--- config.mk ---
export PLATFORM = sky130hd
export DESIGN_NAME = spi_rr_master_flat
export DESIGN_NICKNAME = d
export VERILOG_FILES = /design/src/rtl/spi_pkg.sv /design/src/rtl/spi_rr_master_if.sv /design/src/rtl/spi_rr_master_rr_arbiter.sv /design/src/rtl/spi_rr_master.sv /design/src/flat_wrapper.sv
export SDC_FILE = /design/constraint.sdc
export NUM_CORES = 1
export LEC_CHECK = 0
export CORE_ASPECT_RATIO = 0.8
export CORE_MARGIN = 8
export CORE_UTILIZATION = 40
export DETAILED_ROUTE_END_ITERATION = 10
export HOLD_SLACK_MARGIN = 0.02
export PLACE_DENSITY = 0.68
export SLEW_MARGIN = 40
export SYNTH_ARGS = -nofsm -noshare
export SYNTH_HDL_FRONTEND = slang
export SYNTH_HIERARCHICAL = 1
export SYNTH_SLANG_ARGS = --single-unit
--- constraint.sdc ---
create_clock -name clk -period 3.9 [get_ports clk]
set_input_delay 0.585 -clock clk [delete_from_list [all_inputs] [get_ports clk]]
set_output_delay 0.585 -clock clk [all_outputs]
set_load 0.1 [all_outputs]
--- src/rtl/spi_pkg.sv ---
// Shared SPI definitions: frame-engine state encoding, default frame geometry, width helper.
// Used by the SPI master, its arbiter and any sibling SPI blocks.
package spi_pkg;

  localparam int SPI_FRAME_BITS = 16;
  localparam int SPI_CLK_DIV    = 2;

  typedef enum logic [2:0] {
    IDLE,
    SETUP,
    LOW,
    HIGH,
    GAP
  } spi_state_e;

  // Index width that stays legal (>=1 bit) even for a single-entry range.
  function automatic int cw(input int n);
    return (n > 1) ? $clog2(n) : 1;
  endfunction

endpackage

--- src/rtl/spi_rr_master_if.sv ---
// Client/SPI-side bundle of the round-robin SPI master; master = the engine, slave = clients + SPI device.
// Requests are level-held; grant/done close the handshake, there is no other backpressure.
interface spi_rr_master_if #(
  parameter int NREQ       = 4,
  parameter int FRAME_BITS = 16
);

  logic [NREQ-1:0]            req;
  logic [NREQ*FRAME_BITS-1:0] tx_data;
  logic [NREQ-1:0]            gnt;
  logic [NREQ-1:0]            done;
  logic [FRAME_BITS-1:0]      rx_data;
  logic                       busy;
  logic                       cs;
  logic                       dclk;
  logic                       mosi;
  logic                       miso;
  logic [$clog2(FRAME_BITS)-1:0] cnt;

  modport master (
    input  req, tx_data, miso,
    output gnt, done, rx_data, busy, cs, dclk, mosi, cnt
  );

  modport slave (
    output req, tx_data, miso,
    input  gnt, done, rx_data, busy, cs, dclk, mosi, cnt
  );

endinterface

--- src/rtl/spi_rr_master_rr_arbiter.sv ---
// Combinational round-robin pick: first asserted request at or after ptr_i, wrapping.
// Zero latency; an all-zero request vector yields an all-zero one-hot.
module rr_arbiter
  import spi_pkg::*;
#(
  parameter int NREQ = 4,
  parameter int IW   = cw(NREQ)
) (
  input  logic [NREQ-1:0] req_i,
  input  logic [IW-1:0]   ptr_i,
  output logic [NREQ-1:0] gnt_oh_o,
  output logic [IW-1:0]   gnt_idx_o
);

  logic found;

  always_comb begin
    gnt_oh_o  = '0;
    gnt_idx_o = '0;
    found     = 1'b0;
    for (int i = 0; i < NREQ; i++) begin
      int j;
      logic [IW-1:0] jj;
      j = int'(ptr_i) + i;
      if (j >= NREQ) j = j - NREQ;
      jj = IW'(j);
      if (!found && req_i[jj]) begin
        found         = 1'b1;
        gnt_oh_o[jj]  = 1'b1;
        gnt_idx_o     = jj;
      end
    end
  end

endmodule

--- src/rtl/spi_rr_master.sv ---
// Round-robin SPI master: grants one requester per fixed-length full-duplex frame, dclk idle-high, MSB first.
// Grant one edge after req seen in IDLE; cs low (2*FRAME_BITS+1)*CLK_DIV cycles; cs high GAP_CYC cycles between frames.
module spi_rr_master
  import spi_pkg::*;
#(
  parameter int NREQ       = 4,
  parameter int FRAME_BITS = SPI_FRAME_BITS,
  parameter int CLK_DIV    = SPI_CLK_DIV,
  parameter int GAP_CYC    = 4
) (
  input logic             clk,
  input logic             rst_n,
  spi_rr_master_if.master bus
);

  localparam int IW   = cw(NREQ);
  localparam int CW   = $clog2(FRAME_BITS);
  localparam int TMAX = (CLK_DIV > GAP_CYC) ? CLK_DIV : GAP_CYC;
  localparam int TW   = cw(TMAX);

  localparam logic [TW-1:0] DIV_LAST = TW'(CLK_DIV - 1);
  // The IDLE cycle is part of the inter-frame cs-high window, so GAP itself runs one cycle short.
  localparam logic [TW-1:0] GAP_LAST = TW'((GAP_CYC >= 2) ? GAP_CYC - 2 : 0);
  localparam logic [CW-1:0] CNT_LAST = CW'(FRAME_BITS - 1);
  localparam logic [IW-1:0] IDX_LAST = IW'(NREQ - 1);

  spi_state_e            state_q, state_d;
  logic [TW-1:0]         tmr_q, tmr_d;
  logic [IW-1:0]         ptr_q, ptr_d;
  logic [IW-1:0]         win_q, win_d;
  logic [NREQ-1:0]       gnt_q, gnt_d;
  logic [NREQ-1:0]       done_q, done_d;
  logic [FRAME_BITS-1:0] rx_q, rx_d;
  logic [FRAME_BITS-1:0] txsh_q, txsh_d;
  logic [FRAME_BITS-1:0] rxsh_q, rxsh_d;
  logic [CW-1:0]         cnt_q, cnt_d;
  logic                  last_q, last_d;
  logic                  busy_q, busy_d;
  logic                  cs_q, cs_d;
  logic                  dclk_q, dclk_d;
  logic                  mosi_q, mosi_d;

  logic [NREQ-1:0]       arb_oh;
  logic [IW-1:0]         arb_idx;
  logic [FRAME_BITS-1:0] tx_sel;

  rr_arbiter #(
    .NREQ (NREQ),
    .IW   (IW)
  ) u_arb (
    .req_i     (bus.req),
    .ptr_i     (ptr_q),
    .gnt_oh_o  (arb_oh),
    .gnt_idx_o (arb_idx)
  );

  always_comb begin
    tx_sel = '0;
    for (int i = 0; i < NREQ; i++) begin
      if (arb_oh[i]) tx_sel = bus.tx_data[i*FRAME_BITS +: FRAME_BITS];
    end
  end

  always_comb begin
    state_d = state_q;
    tmr_d   = tmr_q;
    ptr_d   = ptr_q;
    win_d   = win_q;
    gnt_d   = gnt_q;
    done_d  = '0;
    rx_d    = rx_q;
    txsh_d  = txsh_q;
    rxsh_d  = rxsh_q;
    cnt_d   = cnt_q;
    last_d  = last_q;
    busy_d  = busy_q;
    cs_d    = cs_q;
    dclk_d  = dclk_q;
    mosi_d  = mosi_q;

    unique case (state_q)
      IDLE: begin
        tmr_d = '0;
        if (|bus.req) begin
          gnt_d   = arb_oh;
          win_d   = arb_idx;
          busy_d  = 1'b1;
          cs_d    = 1'b0;
          dclk_d  = 1'b1;
          txsh_d  = tx_sel;
          mosi_d  = tx_sel[FRAME_BITS-1];
          cnt_d   = '0;
          last_d  = 1'b0;
          state_d = SETUP;
        end
      end

      SETUP: begin
        if (tmr_q == DIV_LAST) begin
          tmr_d   = '0;
          dclk_d  = 1'b0;
          state_d = LOW;
        end else begin
          tmr_d = tmr_q + 1'b1;
        end
      end

      LOW: begin
        if (tmr_q == DIV_LAST) begin
          tmr_d   = '0;
          dclk_d  = 1'b1;
          rxsh_d  = {rxsh_q[FRAME_BITS-2:0], bus.miso};
          cnt_d   = (cnt_q == CNT_LAST) ? '0 : cnt_q + 1'b1;
          last_d  = (cnt_q == CNT_LAST);
          state_d = HIGH;
        end else begin
          tmr_d = tmr_q + 1'b1;
        end
      end

      HIGH: begin
        if (tmr_q == DIV_LAST) begin
          tmr_d = '0;
          if (last_q) begin
            cs_d   = 1'b1;
            done_d = gnt_q;
            rx_d   = rxsh_q;
            gnt_d  = '0;
            ptr_d  = (win_q == IDX_LAST) ? '0 : win_q + 1'b1;
            mosi_d = 1'b0;
            if (GAP_CYC == 1) begin
              busy_d  = 1'b0;
              state_d = IDLE;
            end else begin
              state_d = GAP;
            end
          end else begin
            dclk_d  = 1'b0;
            mosi_d  = txsh_q[FRAME_BITS-2];
            txsh_d  = txsh_q << 1;
            state_d = LOW;
          end
        end else begin
          tmr_d = tmr_q + 1'b1;
        end
      end

      GAP: begin
        if (tmr_q == GAP_LAST) begin
          tmr_d   = '0;
          busy_d  = 1'b0;
          state_d = IDLE;
        end else begin
          tmr_d = tmr_q + 1'b1;
        end
      end

      default: state_d = IDLE;
    endcase
  end

  always_ff @(posedge clk or negedge rst_n) begin
    if (!rst_n) begin
      state_q <= IDLE;
      tmr_q   <= '0;
      ptr_q   <= '0;
      win_q   <= '0;
      gnt_q   <= '0;
      done_q  <= '0;
      rx_q    <= '0;
      txsh_q  <= '0;
      rxsh_q  <= '0;
      cnt_q   <= '0;
      last_q  <= 1'b0;
      busy_q  <= 1'b0;
      cs_q    <= 1'b1;
      dclk_q  <= 1'b1;
      mosi_q  <= 1'b0;
    end else begin
      state_q <= state_d;
      tmr_q   <= tmr_d;
      ptr_q   <= ptr_d;
      win_q   <= win_d;
      gnt_q   <= gnt_d;
      done_q  <= done_d;
      rx_q    <= rx_d;
      txsh_q  <= txsh_d;
      rxsh_q  <= rxsh_d;
      cnt_q   <= cnt_d;
      last_q  <= last_d;
      busy_q  <= busy_d;
      cs_q    <= cs_d;
      dclk_q  <= dclk_d;
      mosi_q  <= mosi_d;
    end
  end

  assign bus.gnt     = gnt_q;
  assign bus.done    = done_q;
  assign bus.rx_data = rx_q;
  assign bus.busy    = busy_q;
  assign bus.cs      = cs_q;
  assign bus.dclk    = dclk_q;
  assign bus.mosi    = mosi_q;
  assign bus.cnt     = cnt_q;

  a_dclk_idle: assert property (@(posedge clk) disable iff (!rst_n) bus.cs |-> bus.dclk);
  a_gnt_onehot: assert property (@(posedge clk) disable iff (!rst_n) $onehot0(bus.gnt));

endmodule

--- src/flat_wrapper.sv ---
// flat-port wrapper written by rule: the top's interface ports become plain ports
module spi_rr_master_flat import spi_pkg::*;
#(
  parameter int NREQ       = 4,
  parameter int FRAME_BITS = SPI_FRAME_BITS,
  parameter int CLK_DIV    = SPI_CLK_DIV,
  parameter int GAP_CYC    = 4
)
  (clk, rst_n, bus_req, bus_tx_data, bus_miso, bus_gnt, bus_done, bus_rx_data, bus_busy, bus_cs, bus_dclk, bus_mosi, bus_cnt);
  spi_rr_master_if #(.NREQ(NREQ), .FRAME_BITS(FRAME_BITS)) bus_i ();
  input logic clk;
  input logic rst_n;
  input wire logic [$bits(bus_i.req)-1:0] bus_req;
  input wire logic [$bits(bus_i.tx_data)-1:0] bus_tx_data;
  input wire logic [$bits(bus_i.miso)-1:0] bus_miso;
  output wire logic [$bits(bus_i.gnt)-1:0] bus_gnt;
  output wire logic [$bits(bus_i.done)-1:0] bus_done;
  output wire logic [$bits(bus_i.rx_data)-1:0] bus_rx_data;
  output wire logic [$bits(bus_i.busy)-1:0] bus_busy;
  output wire logic [$bits(bus_i.cs)-1:0] bus_cs;
  output wire logic [$bits(bus_i.dclk)-1:0] bus_dclk;
  output wire logic [$bits(bus_i.mosi)-1:0] bus_mosi;
  output wire logic [$bits(bus_i.cnt)-1:0] bus_cnt;
  assign bus_i.req = bus_req;
  assign bus_i.tx_data = bus_tx_data;
  assign bus_i.miso = bus_miso;
  assign bus_gnt = bus_i.gnt;
  assign bus_done = bus_i.done;
  assign bus_rx_data = bus_i.rx_data;
  assign bus_busy = bus_i.busy;
  assign bus_cs = bus_i.cs;
  assign bus_dclk = bus_i.dclk;
  assign bus_mosi = bus_i.mosi;
  assign bus_cnt = bus_i.cnt;
  spi_rr_master #(.NREQ(NREQ), .FRAME_BITS(FRAME_BITS), .CLK_DIV(CLK_DIV), .GAP_CYC(GAP_CYC)) u_core (.clk(clk), .rst_n(rst_n), .bus(bus_i));
endmodule
==> results of run 1 <==
[cell type report]
class / instances / area, um^2
Clock buffer: 11 / 242.7
Clock inverter: 5 / 56.30
Inverter: 6 / 22.52
Tap cell: 136 / 170.2
Sequential cell: 73 / 1829
Timing Repair Buffer: 108 / 900.9
Fill cell: 888 / 4519
Multi-Input combinational cell: 280 / 1948
[state kept, by name (all words and copies together), names as in the netlist, 3 cells and up]
name / count
u_core/bus.rx_data: 16
u_core/txsh_q: 15
u_core/state_q: 3
u_core/bus.cnt: 4
u_core/rxsh_q: 16
u_core/bus.gnt: 4
u_core/bus.done: 4
[per-stage QoR]
stage               total power [mW]  hold slack, ns  setup slack (ns)  area [um^2]  instances
finish                         3.172          0.2499            0.4276         5170        619
global route                   3.377          0.2823            0.2131         5170        619
CTS                            3.190          0.2639            0.4873         5165        619
detailed placement             2.364          0.4703            0.2752         4866        603
global placement               2.381          0.4648            0.3775         5026        603
floorplan                      2.135          0.2894            0.7088         4008        391
[worst max-delay path by stage]
stage | to | slack (ns) | cells past startpoint
3_3_place_gp | u_core/txsh_q[1] | 0.38 | 10
5_1_grt | u_core/txsh_q[9] | 0.21 | 9
6_report | u_core/txsh_q[9] | 0.43 | 11
4_1_cts | u_core/txsh_q[9] | 0.49 | 9
3_5_place_dp | u_core/txsh_q[1] | 0.28 | 10
2_1_floorplan | u_core/txsh_q[12] | 0.71 | 15
[logic make-up after synthesis]
kind of cell	share of synthesized area (%)
compound gates	18.89
xor+xnor	0.2186
fa+ha+maj	2.185
buf+inv	5.869
flops	45.64
mux	7.243
simple gates	19.95
[layer usage]
| metal | GRT usage [%] | up-vias | part of all wire (%) |
|---|---|---|---|
| met5 | 0 | - | 0 |
| met3 | 4.330 | 15 | 7.2 |
| met4 | 4.572 | 0 | 1.6 |
| met1 | 22.34 | 1667 | 49 |
| met2 | 22.69 | 114 | 42 |
| li1 | - | 1601 | - |
[Yosys cell counts (3+ instances only)]
| library cell | n |
|---|---|
| a21o_1 | 3 |
| a21oi_1 | 6 |
| a221o_2 | 4 |
| a221oi_1 | 16 |
| a31oi_1 | 4 |
| and2_1 | 4 |
| buf_2 | 7 |
| buf_4 | 7 |
| buf_6 | 5 |
| clkbuf_1 | 8 |
| clkbuf_2 | 3 |
| dfrtp_1 | 71 |
| ha_1 | 7 |
| inv_1 | 6 |
| mux2_2 | 17 |
| mux4_2 | 3 |
| nand2_1 | 93 |
| nand2b_1 | 3 |
| nand3_1 | 4 |
| nor2_1 | 6 |
| nor2b_1 | 17 |
| nor3_1 | 4 |
| nor3b_1 | 4 |
| o21ai_0 | 16 |
| o221a_1 | 9 |
| o221a_2 | 5 |
| o22ai_1 | 3 |
| o311ai_0 | 9 |
| o311ai_1 | 5 |
[where the power goes]
part	leakage [nW]	internal, mW	switching [mW]
registers	0.923	0.971	0.171
clock network	0.145	0.511	0.305
logic	1.20	0.416	0.797
total	2.27	1.90	1.27
[worst max-delay path, stage by stage (launching register included)]
cell and delay (ns):
dfrtp_1 0.63, inv_1 0.12, ha_1 0.45, mux4_2 0.41, or2_4 0.29, nor2b_4 0.14, a221o_2 0.16, nor2b_1 0.12
buf_4 0.23, a221oi_1 0.11, o311ai_0 0.46, o221a_1 0.26
==> impl_metrics.csv, run 1 <==
group,metric,value,unit
outcome,outcome,"complete, no violations",
route,drc,0,
grt,gr-total-overflow,0,
finish,layout_common_cells,"93 x nand2_1, 71 x dfrtp_1, 69 x clkdlybuf4s50_1",
synth,async_flop_share,100.0,%
cts,cts_sinks,73,
cts,cts_made_buffers,9,
worst_setup_path,r2r_start,"u_core/ptr_q[1]",
worst_hold_path,hold_class,"in2async",
timing,hold_viol,0,
grt,grt_pass1_wl,17420,um
route,wl_per_cell,17.03,um
grt,grt_max_degree,49,
grt,grt_pass1_vias,3354,
floorplanning,fp-row-count,32,
finish,drive_above_1_share,19.88,%
timing,worst_pin_slew,0.7327,ns
finish,layout_commonest_cell,"nand2_1",
worst_setup_path,worstSetupStartpoint,"u_core/ptr_q[1]",
floorplanning,core,0.009689,mm^2
synth,yosysTopAreaCell,"dfrtp_1",
timing,maxSlewHeadroom,51.04,%
worst_setup_path,crit_arrival,3.73,ns
cts,cts_tree,"built",
grt,track_usage,15.71,%
finish,final_nets,556,
floorplanning,dieHeight,105.5,um
finish,antenna-diode-count,0,
synth,synth_top_cell_area_share,44.33,%
synth,synth_area_leaders,"dfrtp_1 44%, nand2_1 8.7%, mux2_2 4.8%, a221oi_1 3.5%, nor2b_1 2.7%",
finish,syn_to_final_growth,29.00,%
cts,cts_root_buf,"clkbuf_16",
route,dr.pass1.iters,4,
route,wl,10540,um
worst_setup_path,cp_max_fo,16,
run,maxCapViolCount,0,
place,dp_hpwl,7485,um
route,antenna_left,0,
synth,avgSynthCellArea,10.25,um^2
place,gp_congestion,0.7619,
floorplanning,chipWidth,127.9,um
synth,yosysUniqueCellTypes,65,
worst_setup_path,cp.required,4.15,ns
timing,finClkSkew,0.004288,ns
synth,syn_area,0.004008,mm^2
route,drt_iter0_markers,341,
cts,clk_pin_slew_worst_paths,0.05,ns
worst_setup_path,critPathCaptureType,"flop",
grt,antenna_found_initial,0,
worst_setup_path,reg2reg_to,"u_core/txsh_q[9]",
synth,synth-edff-count,0,
timing,setup_violations,0,
power_and_ir_drop,ir_worst_vdd,0.8179,mV
synth,synth_seq_cells,73,
route,vias_per_cell,5.488,
power_and_ir_drop,leakage,2.267,nW
floorplanning,initial_core_util,41.36,%
timing,grt_setup_unrepaired,"no",
cts,post_cts_resized,0,
synth,yosysSeqAreaShare,45.64,%
synth,yosys_most_used_dff,"dfrtp_1",
timing,fin_crit,3.472,ns
worst_setup_path,rr_worst_depth,11,
floorplanning,io_pins,103,
synth,yosys_warnings,6,
finish,final_core_util,53.36,%
route,num_vias,3397,
power_and_ir_drop,p_per_area,613.5,mW/mm^2
timing,finalCritPeriodShare,89.04,%
worst_setup_path,worstSetupPathType,"reg2reg",
cts,cts_hold_buffers,0,
synth,syn_inst,391,
timing,setup_tns,0,ns
timing,max_freq,288.0,MHz
worst_setup_path,critPathLaunchType,"flop",
place,port_buffers,102,
synth,synth_fp_nets,469,
cts,cts_max_level,3,
cts,clk_latency,0.33,ns
cts,cts_setup_buffers,0,
floorplanning,dieArea,0.01350,mm^2
cts,cts_max_path_buffers,2,
worst_setup_path,regToRegSetupSlack,0.43,ns
timing,report.final.slew_viol_count,0,
No activity file was read; power rests on OpenSTA's default activity.
==> run 2, diff against run 1 <==
--- a/config.mk
+++ b/config.mk
@@ -9,10 +9,11 @@
 export CORE_MARGIN = 8
 export CORE_UTILIZATION = 40
 export DETAILED_ROUTE_END_ITERATION = 10
+export DONT_BUFFER_PORTS = 1
 export HOLD_SLACK_MARGIN = 0.02
-export PLACE_DENSITY = 0.68
 export SLEW_MARGIN = 40
 export SYNTH_ARGS = -nofsm -noshare
 export SYNTH_HDL_FRONTEND = slang
 export SYNTH_HIERARCHICAL = 1
 export SYNTH_SLANG_ARGS = --single-unit
+export TNS_END_PERCENT = 20
==> run 2 against run 1 <==
Against the previous run: worst hold slack worse by 0.15 ns; count of clock-buffer cells in the layout is 2 lower; routed wire length is 9.4% lower; critical path type unchanged; largest power group is now registers.
==> impl_metrics.csv, run 2 (synthesis results as in run 1) <==
group,metric,value,unit
cts,cts_max_level,3,
place,dp_hpwl,6606,um
finish,syn_to_final_growth,8.711,%
timing,max_freq,279.6,MHz
finish,final_core_util,44.96,%
cts,cts_hold_buffers,1,
timing,setup_tns,0,ns
route,drc,0,
route,drt_iter0_markers,245,
worst_hold_path,hold_class,"in2async",
worst_setup_path,worstSetupPathType,"reg2reg",
cts,cts_root_buf,"clkbuf_16",
worst_setup_path,critPathCaptureType,"flop",
route,num_vias,2961,
power_and_ir_drop,p_per_area,694.5,mW/mm^2
cts,cts_sinks,73,
cts,cts_max_path_buffers,2,
route,dr.pass1.iters,4,
grt,track_usage,14.07,%
worst_setup_path,cp_slowest_stage_delay,0.61,ns
finish,layout_common_cells,"93 x nand2_1, 45 x dfrtp_1, 26 x dfrtp_2",
finish,final_nets,454,
worst_setup_path,crit_arrival,3.84,ns
place,gp_congestion,0.7814,
floorplanning,fp-row-count,32,
timing,fin_crit,3.577,ns
cts,cts_setup_buffers,0,
timing,report.final.slew_viol_count,0,
worst_setup_path,cp_max_fo,18,
cts,clk_latency,0.33,ns
timing,grt_setup_unrepaired,"no",
floorplanning,dieHeight,105.5,um
cts,cts_made_buffers,9,
worst_setup_path,cp_cell_sequence,"inv_1 > ha_1 > mux4_2 > nand2_1 > o21ai_0 > a221o_2 > nor2b_1 > buf_4 > a221oi_1 > o311ai_0 > o221a_1",
floorplanning,dieArea,0.01350,mm^2
cts,post_cts_resized,0,
finish,layout_commonest_cell,"nand2_1",
worst_setup_path,critPathLaunchType,"flop",
route,antenna_left,0,
finish,drive_above_1_share,23.62,%
route,vias_per_cell,5.727,
outcome,outcome,"complete, no violations",
worst_setup_path,crit_slowest_cell,"dfrtp_1",
finish,antenna-diode-count,0,
route,wl_per_cell,18.48,um
floorplanning,initial_core_util,41.36,%
timing,worst_pin_slew,0.8873,ns
timing,hold_ws,0.09807,ns
cts,cts_tree,"built",
run,maxCapViolCount,0,
floorplanning,io_pins,103,
worst_setup_path,cp.required,4.16,ns
place,port_buffers,0,
power_and_ir_drop,ir_worst_vdd,0.2818,mV
cts,clk_pin_slew_worst_paths,0.06,ns
floorplanning,chipWidth,127.9,um
timing,setup_violations,0,
timing,hold_viol,0,
power_and_ir_drop,leakage,1.781,nW
grt,antenna_found_initial,0,
timing,finClkSkew,0.005456,ns
grt,grt_pass1_vias,2835,
timing,finalCritPeriodShare,91.72,%
grt,gr-total-overflow,0,
timing,maxSlewHeadroom,40.85,%
grt,grt_max_degree,72,
floorplanning,core,0.009689,mm^2
grt,grt_pass1_wl,15420,um
route,wl,9555,um
run 2: cell types whose count changed in the layout (fill, tap and decap cells not counted), sizes merged:
cell and change:
buf -33, bufinv -1, clkbuf -2, clkdlybuf4s50 -69
clkinv -3, clkinvlp +2, inv +4
run 2: through the flow:
| stage | setup WS [ns] | cells | total power, mW | cell area, um^2 |
|---|---|---|---|---|
| after CTS | 0.3717 | 517 | 3.048 | 4337 |
| after global placement | 0.5026 | 498 | 2.208 | 3988 |
| after global routing | 0.1296 | 517 | 3.209 | 4357 |
| after detailed placement | 0.3885 | 500 | 2.237 | 4024 |
| final | 0.3230 | 517 | 3.026 | 4357 |
| after floorplan | 0.7088 | 391 | 2.135 | 4008 |
run 2: per-layer routing:
layer / vias up / part of all wire (%) / GRT usage (%)
li1: 1401 / - / -
met1: 1459 / 46 / 18.36
met2: 94 / 45 / 21.56
met3: 7 / 8.2 / 4.783
met4: 0 / 0.93 / 4.318
met5: - / 0 / 0
run 2: final cells by class:
cell class | count | area, um^2
fill | 939 | 5333
tap | 136 | 170.2
clock inverter | 7 | 60.06
sequential | 73 | 1862
timing repair buffer | 6 | 68.82
inverter | 6 | 22.52
multi-input combinational | 280 | 1948
clock buffer | 9 | 225.2
run 2: worst paths after layout:
check | start | to | slack (ns) | cells past startpoint
max in group asynchronous | rst_n | u_core/bus.rx_data[4] | 3.46 | 1
worst min-delay path | rst_n | u_core/bus.cs | 0.1 | 0
min in group clk | bus_miso | u_core/rxsh_q[0] | 0.38 | 2
worst max register to register | u_core/ptr_q[1] | u_core/txsh_q[10] | 0.32 | 11
worst max-delay path | u_core/ptr_q[1] | u_core/txsh_q[10] | 0.32 | 11
worst min register to register | u_core/rxsh_q[15] | u_core/rxsh_q[15] | 0.48 | 2
run 2: power by group:
group          leakage (nW)  switching, mW  internal, mW
Sequential            0.884          0.495         0.974
Clock                 0.131          0.334         0.441
Combinational         0.766          0.452         0.329
Total                  1.78           1.28          1.74
run 2: worst max-delay path: cells and delay by family (launching register included):
family	cells	cell delay (ns)
adders and majority gates	1	0.43
and+or+nand+nor	2	0.27
muxes	1	0.40
DFF	1	0.61
AOI/OAI and AO/OA	5	1.41
buffers and inverters	2	0.37
==> run 3, diff against run 2 <==
--- a/config.mk
+++ b/config.mk
@@ -8,6 +8,7 @@
 export CORE_ASPECT_RATIO = 0.8
 export CORE_MARGIN = 8
 export CORE_UTILIZATION = 40
+export CTS_BUF_LIST = sky130_fd_sc_hd__clkbuf_2
 export DETAILED_ROUTE_END_ITERATION = 10
 export DONT_BUFFER_PORTS = 1
 export HOLD_SLACK_MARGIN = 0.02
==> run 3 against run 2 <==
Against the previous run: via count increased by 1.3%; design area shrank 3.9%; flip-flop and latch count is the same; clock skew rose by 0.012 ns; final cell count grew 0.19%; sequential power barely moved; critical path type unchanged.
==> impl_metrics.csv, run 3 (synthesis results as in run 1) <==
group,metric,value,unit
route,drt_iter0_markers,209,
timing,grt_setup_unrepaired,"no",
worst_hold_path,min_path_cells,2,
cts,cts_sinks,73,
worst_setup_path,critPathLaunchType,"flop",
route,num_vias,2999,
worst_setup_path,crit_slowest_cell,"dfrtp_1",
cts,cts_setup_buffers,0,
finish,seqCellArea,0.001863,mm^2
power_and_ir_drop,power_frac_clock,14.7,%
power_and_ir_drop,intPower,1.394,mW
finish,layout_common_cells,"93 x nand2_1, 44 x dfrtp_1, 27 x dfrtp_2",
floorplanning,dieHeight,105.5,um
worst_setup_path,r2r_start,"u_core/ptr_q[1]",
finish,antenna-diode-count,0,
place,gp_congestion,0.7814,
finish,final_core_util,43.22,%
worst_setup_path,critPathCaptureType,"flop",
finish,syn_to_final_growth,4.496,%
worst_hold_path,hold_class,"in2reg",
power_and_ir_drop,switching_share,46.93,%
worst_setup_path,crit_arrival,4.04,ns
cts,clk_pin_slew_worst_paths,0.22,ns
place,dp_hpwl,6606,um
finish,fillerInstances,960,
grt,track_usage,13.79,%
timing,report.final.slew_viol_count,0,
floorplanning,chipWidth,127.9,um
grt,grt_pass1_vias,2831,
timing,hold_ws,0.1877,ns
cts,clk_latency,0.49,ns
cts,cts_made_buffers,9,
cts,cts_tree,"built",
power_and_ir_drop,ir_worst_vdd,0.2801,mV
route,vias_per_cell,5.790,
power_and_ir_drop,power_switching,1.233,mW
route,antenna_left,0,
worst_setup_path,cp_slowest_stage_delay,0.66,ns
cts,cts_root_buf,"clkbuf_2",
route,wl,9424,um
worst_setup_path,cp.required,4.34,ns
finish,multi_input_area,0.001948,mm^2
worst_setup_path,reg2reg_to,"u_core/txsh_q[10]",
timing,fin_crit,3.604,ns
worst_setup_path,cp_max_fo,18,
power_and_ir_drop,p_per_area,627.4,mW/mm^2
worst_setup_path,worstSetupPathType,"reg2reg",
power_and_ir_drop,sequentialPowerShare,55.6,%
timing,hold_viol,0,
grt,grt_max_degree,74,
place,dpl_cell_area,0.004024,mm^2
power_and_ir_drop,combPwrFrac,29.6,%
floorplanning,fp-row-count,32,
route,dr.pass1.iters,4,
outcome,outcome,"complete, no violations",
floorplanning,dieArea,0.01350,mm^2
floorplanning,core,0.009689,mm^2
route,drc,0,
finish,final_nets,455,
timing,finalCritPeriodShare,92.40,%
finish,post-route-cell-area,0.004188,mm^2
finish,layout_commonest_cell,"nand2_1",
worst_setup_path,regToRegSetupSlack,0.30,ns
timing,max_freq,277.5,MHz
cts,cts_max_path_buffers,2,
timing,finClkSkew,0.01765,ns
place,port_buffers,0,
timing,worst_pin_slew,0.8730,ns
timing,maxSlewHeadroom,41.84,%
grt,grt_pass1_wl,15170,um
finish,drive_above_1_share,23.82,%
timing,setup_tns,0,ns
route,wl_per_cell,18.19,um
timing,setup_violations,0,
grt,antenna_found_initial,0,
floorplanning,initial_core_util,41.36,%
cts,cts_max_level,3,
worst_setup_path,cp_cell_sequence,"inv_1 > ha_1 > mux4_2 > nand2_1 > o21ai_0 > a221o_2 > nor2b_1 > buf_4 > a221oi_1 > o311ai_0 > o221a_1",
grt,gr-total-overflow,0,
worst_hold_path,hold_end,"u_core/rxsh_q[0]",
power_and_ir_drop,leakage,1.710,nW
run,maxCapViolCount,0,
worst_setup_path,rr_worst_depth,11,
worst_hold_path,min-delay-start,"bus_miso",
floorplanning,io_pins,103,
-- run 3: cell count changes in the layout (fill, tap and decap cells not counted), sizes merged --
cell         delta
dlygate4sd3     +1
-- run 3: worst max path at each step --
stage | from | end | slack [ns] | depth (start not counted)
final | u_core/ptr_q[1] | u_core/txsh_q[10] | 0.30 | 11
after global routing | u_core/ptr_q[1] | u_core/txsh_q[0] | 0.11 | 10
after CTS | u_core/ptr_q[1] | u_core/txsh_q[1] | 0.35 | 11
after detailed placement | u_core/ptr_q[1] | u_core/txsh_q[1] | 0.39 | 11
after global placement | u_core/ptr_q[1] | u_core/txsh_q[10] | 0.50 | 11
after floorplan | u_core/ptr_q[0] | u_core/txsh_q[12] | 0.71 | 15
-- run 3: layer usage --
metal  vias up  GRT usage [%]  part of all wire (%)
met5         -              0                     0
met4         0          3.810                   1.0
met1      1489          17.74                    46
li1       1404              -                     -
met3         8          4.985                   8.3
met2        98          21.41                    45
-- run 3: worst max-delay path: cells and delay by family, from the launching register on --
kind	cells	cell delay [ns]
mux	1	0.40
buf+inv	2	0.36
compound gates	5	1.41
simple gates	2	0.28
flops	1	0.66
fa+ha+maj	1	0.43
-- run 3: metrics by stage --
| step | power, mW | setup slack, ns | instances |
|---|---|---|---|
| global route | 2.812 | 0.1116 | 518 |
| global placement | 2.208 | 0.5026 | 498 |
| CTS | 2.654 | 0.3456 | 518 |
| floorplan | 2.135 | 0.7088 | 391 |
| detailed placement | 2.237 | 0.3885 | 500 |
| finish | 2.627 | 0.2963 | 518 |
-- run 3: cell type report --
type,instances,share of cell area (%)
inverters,6,0.5378
well taps,136,4.063
clock inverters,7,1.434
flip-flops and latches,73,44.49
repair buffers,7,1.882
multi-input cells,280,46.52
clock buffers,9,1.076
-- run 3: what timing repair did --
action,CTS,global route
endpoints found under the hold margin,73,0
gates resized for setup,0,0
hold buffers,2,0
-- run 3: power groups by stage --
stage / combinational, mW / sequential, mW / clock, mW
after floorplan: 0.735 / 1.40 / 0
after global placement: 0.733 / 1.48 / 0
after detailed placement: 0.756 / 1.48 / 0
after CTS: 0.778 / 1.47 / 0.410
after global routing: 0.876 / 1.50 / 0.439
final: 0.779 / 1.46 / 0.387
==> variant: new RTL, settings of run 2 <==
Encoding of `spi_state_e`: now one-hot (5 bits for 5 states).
--- a/src/rtl/spi_pkg.sv
+++ b/src/rtl/spi_pkg.sv
@@ -5,12 +5,12 @@
   localparam int SPI_FRAME_BITS = 16;
   localparam int SPI_CLK_DIV    = 2;
 
-  typedef enum logic [2:0] {
-    IDLE,
-    SETUP,
-    LOW,
-    HIGH,
-    GAP
+  typedef enum logic [4:0] {
+    IDLE  = 5'b00001,
+    SETUP = 5'b00010,
+    LOW   = 5'b00100,
+    HIGH  = 5'b01000,
+    GAP   = 5'b10000
   } spi_state_e;
 
   // Index width that stays legal (>=1 bit) even for a single-entry range.
Behaviour: same outputs for any inputs over 10 cycles, from zero or initial values and one cycle with rst_n low; not proved beyond that.
==> variant against run 2 <==
- design area rose by 14%
- wire length up 17%
- setup slack gained 0.13 ns
- sequential cell count is 2 higher
- worst hold slack worse by 0.0040 ns
- critical path depth decreased by 1
- area after synthesis increased by 12%
- total power is 4.7% higher
- clock skew grew 0.0032 ns
- largest cell class unchanged
==> variant: results (changes against run 2) <==
clock buffers 11 (+2); layout inverter count without the clock tree 23 (+17); final wirelength 11,100 µm (+17%); fraction of area in multi-input gates 46.9% (+2.2 points); FF-to-FF path depth 10 (-1); logic gate share of total power 30.6% (+4.8 points); Tightest Pin Transition 0.868 ns (-0.0191 ns); leakage 2.09 nW (+18%); layout cells sized above 1 27.8% (+4.2 points); via/cell ratio 5.95 (+3.8%); Register Area 1910 µm² (+2.6%); buffers outside the clock class 11 (+5); status finished, final reports clean; initial antenna violation count 0 (unchanged); DP HPWL 7590 µm (+15%); vias in the first global route 3,410 (+20%); most frequent cells after synthesis 72 x dfrtp_1, 39 x mux2_2, 35 x nand2_1; largest net degree at the start of global routing 73 (+1.4%); synth top area cells dfrtp_1 40%, mux2_2 9.8%, a221o_1 3.1%, mux2_4 3.0%, nand2_1 2.9%; FF-to-FF setup slack 0.46 ns (+0.13 ns); dpl cell area 4590 µm² (+14%); Area Overhead vs Synth 10.6%; Total Routing Usage GR 15.2% (+1.1 points); f_max 290 MHz (+3.8%); CP Data Arrival Time 3.71 ns (-0.13 ns); clock share of power 28.1% (+2.5 points); Mapped Nets 509 (+8.5%); placed cells 548 (+9.6%); Multi-In Gates 296 (+5.7%); drt first pass iters 5 (+1); Starting DRT DRC Count 296 (+21%); DP Worst Slack 0.494 ns (+0.106 ns); clock skew 0.00864 ns (+0.00318 ns); Syn Inst Count 431 (+10%); final cell count without fillers 565 (+9.3%); Netlist cell types 64 (-1.5%); Seq/Total Area, Yosys 42.0% (-3.6 points); combinational power 0.969 mW (+24%); Critical R2R Capture u_core/txsh_q[11]; CP Max Fanout 33 (+15); Sw Ratio 37.9% (-4.4 points); Clock-cell share 6.46% (-0.083 points); GPL Wtd Cong 0.818 (+4.6%); Critical-path top delay cell dfrtp_1; multi-input logic area 2320 µm² (+19%); buffer share of cell area 2.73% (+1.1 points); first-pass GRT wire length 18,200 µm (+18%); clock root buffer clkbuf_16; fillcell total 1,038 (+11%); VDD IR max 0.314 mV (+11%)
==> variant: cell count changes after synthesis, moves of 12 or more <==
cell and change:
a221oi_1 -13, inv_1 +17, mux2_2 +22, nand3b_1 +14, a221o_1 +13, a31oi_1 +12
nand2_1 -58, a21oi_1 +12, nor2b_1 -12, nor3_1 +14
==> variant: logic make-up after synthesis <==
kind of cell / after synthesis / share of synthesized area, %
fa+ha+maj: 7 / 1.96
simple gates: 128 / 16.8
buf+inv: 60 / 6.31
xor+xnor: 1 / 0.196
flops: 75 / 42.0
compound gates: 106 / 17.8
mux: 54 / 15.0
==> variant: stage by stage <==
step / hold slack, ns / utilization, %
2_1_floorplan: 0.289 / -
3_3_place_gp: 0.292 / 41.4
3_5_place_dp: 0.292 / 42.2
4_1_cts: 0.0747 / 45.4
5_1_grt: 0.0701 / 45.5
6_report: 0.0941 / 45.5
==> variant: per-layer routing <==
metal,share of wire [%],global-route usage (%)
met1,45,20.1
met2,47,22.2
met5,0,0
met4,2.1,5.97
met3,6.5,5.12
